--- config.mk ---
export PLATFORM = sky130hd
export DESIGN_NAME = filter_out_stage
export DESIGN_NICKNAME = d
export VERILOG_FILES = /design/src/rtl/filter_out_stage.sv
export SDC_FILE = /design/constraint.sdc
export NUM_CORES = 1
export LEC_CHECK = 0
export ABC_AREA = 1
export BUFFER_PORTS_ARGS = -buffer_cell sky130_fd_sc_hd__buf_2
export CAP_MARGIN = 20
export CORE_ASPECT_RATIO = 0.7
export CORE_MARGIN = 3
export CORE_UTILIZATION = 58
export CTS_CLUSTER_DIAMETER = 80
export DETAILED_ROUTE_END_ITERATION = 12
export PLACE_DENSITY = 0.81
export SLEW_MARGIN = 15
export SYNTH_ARGS = -nofsm -noshare
export SYNTH_HDL_FRONTEND = slang
export SYNTH_SLANG_ARGS = --single-unit
export TNS_END_PERCENT = 50
--- constraint.sdc ---
create_clock -name clk -period 5 [get_ports clk]
set_clock_uncertainty 0.2 [all_clocks]
set_input_delay 0.25 -clock clk [delete_from_list [all_inputs] [get_ports clk]]
set_output_delay 0.25 -clock clk [all_outputs]
set_load 0.1 [all_outputs]
--- src/rtl/filter_out_stage.sv ---
// Output stage for the IIR core: Q32.32 -> Q16.16 round/saturate, then a FWFT FIFO.
// Optional saturation event counter enabled by defining FILTER_OUT_SATCNT_EN.
module filter_out_stage #(
  parameter int DEPTH = 4,
  parameter int CNT_W = 16
) (
  input  logic              clk,
  input  logic              rst,
  input  logic [63:0]       v_in,
  input  logic              v_valid,
  output logic              v_ready,
  output logic [31:0]       out_data,
  output logic              out_valid,
  input  logic              out_ready,
  output logic              sat_flag
`ifdef FILTER_OUT_SATCNT_EN
  ,
  output logic [CNT_W-1:0]  sat_cnt
`endif
);

  localparam int AW = $clog2(DEPTH);

  logic [64:0]    r;
  logic           ovf;
  logic [31:0]    conv;
  logic           unused_low;
  logic           accept;

  logic           pipe_valid;
  logic [31:0]    pipe_data;
  logic           pipe_sat;

  logic [31:0]    mem [DEPTH];
  logic [AW-1:0]  wr_ptr;
  logic [AW-1:0]  rd_ptr;
  logic [AW:0]    count;
  logic [AW+1:0]  occ;
  logic           push;
  logic           pop;

  // Adding 0x8000 before truncation gives round-half-up at bit 15; the
  // 65-bit width keeps the carry out of the most positive input.
  assign r          = {v_in[63], v_in} + 65'h8000;
  assign ovf        = !((&r[64:47]) || !(|r[64:47]));
  assign unused_low = ^r[15:0];

  always_comb begin
    conv = r[47:16];
    if (ovf) conv = r[64] ? 32'h8000_0000 : 32'h7FFF_FFFF;
  end

  // Pipe and FIFO both count toward occupancy so an accepted sample always has a slot.
  assign occ       = {1'b0, count} + {{(AW+1){1'b0}}, pipe_valid};
  assign v_ready   = occ < (AW+2)'(DEPTH);
  assign accept    = v_valid && v_ready;
  assign push      = pipe_valid;
  assign out_valid = (count != '0);
  assign pop       = out_valid && out_ready;
  assign out_data  = mem[rd_ptr];

  always_ff @(posedge clk) begin
    if (rst) begin
      pipe_valid <= 1'b0;
      pipe_data  <= '0;
      pipe_sat   <= 1'b0;
    end else begin
      pipe_valid <= accept;
      if (accept) begin
        pipe_data <= conv;
        pipe_sat  <= ovf;
      end
    end
  end

  always_ff @(posedge clk) begin
    if (rst) begin
      for (int i = 0; i < DEPTH; i++) mem[i] <= '0;
      wr_ptr   <= '0;
      rd_ptr   <= '0;
      count    <= '0;
      sat_flag <= 1'b0;
    end else begin
      if (push) begin
        mem[wr_ptr] <= pipe_data;
        wr_ptr      <= wr_ptr + 1'b1;
        if (pipe_sat) sat_flag <= 1'b1;
      end
      if (pop) rd_ptr <= rd_ptr + 1'b1;
      unique case ({push, pop})
        2'b10:   count <= count + 1'b1;
        2'b01:   count <= count - 1'b1;
        default: count <= count;
      endcase
    end
  end

`ifdef FILTER_OUT_SATCNT_EN
  // Counts saturated samples entering the FIFO; sticks at all-ones.
  always_ff @(posedge clk) begin
    if (rst) begin
      sat_cnt <= '0;
    end else if (push && pipe_sat && (sat_cnt != '1)) begin
      sat_cnt <= sat_cnt + 1'b1;
    end
  end
`else
  localparam int unused_cnt_w = CNT_W;
`endif

endmodule
==> results.yml <==
outcome:
  outcome: "finished, final reports clean"
timing:
  slew_violations: 0
  min_period_over_period: 0.656
  tightest_slew_ns: 1.00
  hold_viol: 0
  period_needed_ns: 3.28
  setup_viol: 0
  max_freq_mhz: 305
  rsz0062_at_grt: "no"
  fin_setup_tns_ns: 0
  slew_headroom: 0.331
cts:
  clock_latency_ns: 0.42
  post_cts_buffers: 0
  root_buffer: "clkbuf_16"
  cts_tree: "yes"
  cts_buffers: 17
  cts.clk_slew.worst_paths_ns: 0.07
  holdBufCountCts: 23
  clockBufferDepth: 2
  cts_resized: 0
  numClockSinks: 172
  cts_htree_levels: 4
synth:
  synth_top_cells_by_area: "edfxtp_1 44%, nor2_1 12%, dfxtp_1 10%"
  ys_seq_area_frac: 0.538
  netlist_instances: 1057
  synth.most_common_cell: "nor2_1"
  synth_ff_type: "edfxtp_1"
  syn_area_mm2: 0.00878
  synth_compound_area_frac: 0.112
  ys_seq_elements: 172
  yosys_warnings: 0
  synth.distinct_cells: 31
  synth_top_area_cell: "edfxtp_1"
  synth_fa_ha_area_frac: 0.00513
  synth_common_cells: "289 x nor2_1, 198 x nand2_1, 128 x edfxtp_1"
  syn-num-nets: 1128
  yosys.area_share.simple: 0.255
  synth_edf_count: 128
  syn_area_per_cell_um2: 8.31
  synth-xor-area-share: 0.0299
  synth_top_family_by_area: "simple AND/OR/NAND/NOR gates"
  yosysTopAreaCellShare: 0.438
  async_flop_share: 0
  synth_mux_area_frac: 0
setup_path:
  cp.required_ns: 4.55
  cp_cell_sequence: "buf_4, inv_1, o21ai_0, o22ai_1, buf_2"
  endpoint_kind: "primary output"
  arrival_ns: 2.83
  max_stage_delay_ns: 0.77
  worstPathMaxFanout: 33
  crit_slowest_cell: "inv_1"
  critPathKind: "reg2out"
  start_kind: "flop"
detailed_routing:
  antenna_left: 0
  dr.pass1.iters: 8
  dr.first_iter.drc_count: 911
  wl_per_cell_um: 17.0
  drt_wl_total_mm: 23.0
  viasPerCell: 5.62
  remaining_drc_errors: 0
  via_count: 7637
placed_design:
  gp_congestion: 0.995
  hpwl_mm: 15.6
  port_buffers: 87
  dpl-instance-area_mm2: 0.00936
global_routing:
  grtUsageTotal: 0.281
  first_global_vias: 7054
  grt_pass1_wl_mm: 36.6
  grt_overflow_total: 0
  antenna_found_initial: 0
  grt_max_degree: 65
layout:
  area_growth_pct: 15.9
  regArea_mm2: 0.00473
  multi_input_area_mm2: 0.00354
  fin_nets: 1227
  fillers: 1083
  antennaDiodeCount: 0
  final_area_mm2: 0.0102
  drive_gt1_frac: 0.145
pwr:
  clkPwrFrac: 0.270
  power.switching_mw: 2.11
  p_leak_nw: 4.05
  p_int_mw: 2.60
  power.density_mw_per_mm2: 463
  seqPwrFrac: 0.360
  peakVddDrop_uv: 615
  p_sw_frac: 0.448
  combinationalPowerShare: 0.370
min_path:
  hold_path.class: "in2reg"
floorplan:
  rows: 36
  dieArea_mm2: 0.0167
  die_height_um: 109
  fp.dieW_um: 153
  floorplan.io_pins: 103
  start_util: 0.611
  fp.coreArea_mm2: 0.0144
job:
  drv_cap: 0
[logic make-up after synthesis]
group,count (synthesis)
xor gates and xnor gates,30
AOI/OAI and AO/OA,171
and+or+nand+nor,554
DFF,172
buffers and inverters,127
adders and majority gates,3
[critical path, delay by kind of cell, from the launching register on]
| family | cells | cell delay, ns |
|---|---|---|
| buffers and inverters | 3 | 1.50 |
| AO/OA/AOI/OAI | 2 | 0.59 |
| flip-flops | 1 | 0.31 |
[registers in the layout, summed over array words and instances, names as in the netlist, named ones only]
register	count
mem	128
pipe_sat	1
count	3
sat_flag	1
rd_ptr	2
wr_ptr	2
pipe_data	32
pipe_valid	1
[cells in the final DEF (no fill, tap or decap)]
cell type,instances
o31ai_1,1
fa_1,1
o22ai_1,32
xnor2_1,17
nor2_1,289
buf_2,87
inv_6,3
dfxtp_1,43
nor2_4,1
inv_8,5
clkinv_1,2
nand2_4,2
clkinv_2,1
a21oi_2,20
nand3b_1,2
o21ai_0,97
clkinv_4,3
nand3_2,2
nand2_1,198
dlygate4sd3_1,23
inv_1,81
clkinvlp_4,1
a21oi_1,18
clkinv_8,2
o21bai_1,1
nand3_1,35
edfxtp_1,128
dfxtp_2,1
xor2_1,13
nand4_1,16
nor2_2,7
buf_4,14
clkbuf_16,17
nor2_8,1
o211ai_1,1
nand2_2,1
ha_1,2
o31ai_4,1
[power groups by stage]
stage	logic (mW)	registers, mW	clock network, mW
5_1_grt	1.85	1.71	1.35
4_1_cts	1.74	1.69	1.29
3_3_place_gp	1.69	1.72	0
3_5_place_dp	1.72	1.72	0
2_1_floorplan	1.41	1.71	0
6_report	1.74	1.70	1.27
[final timing paths]
path	startpoint	slack, ns	to	cells after the start
worst max-delay path	flop	1.72	out_data[9]	5
worst min-delay path	v_in[34]	0.008	pipe_data[18]	4
worst max register to register	pipe_valid	2.22	pipe_data[9]	8
worst min register to register	rd_ptr[1]	0.28	rd_ptr[1]	2
[cell type report]
cell class,count,area share
Sequential cell,172,0.465
Multi-Input combinational cell,758,0.349
Timing Repair Buffer,124,0.0758
Clock buffer,17,0.0418
Inverter,83,0.0308
Tap cell,190,0.0234
Clock inverter,15,0.0150
[metrics by stage]
step	instances	utilization	setup WS [ns]	hold WS (ns)	power [mW]
floorplan	1057	-	1.49	0.119	3.12
global placement	1304	0.652	1.99	0.251	3.41
detailed placement	1304	0.652	1.95	0.266	3.44
CTS	1359	0.708	1.72	0.00141	4.72
global route	1359	0.708	1.56	0.0164	4.90
finish	1359	0.708	1.72	0.00751	4.71
[per-layer routing]
| metal | global-route usage | share of wire |
|---|---|---|
| met1 | 0.402 | 0.44 |
| met2 | 0.443 | 0.46 |
| met3 | 0.0635 | 0.094 |
| met4 | 0.0687 | 0.014 |
| met5 | 0 | 0 |
Note: power is estimated with default switching activity, not from simulation.
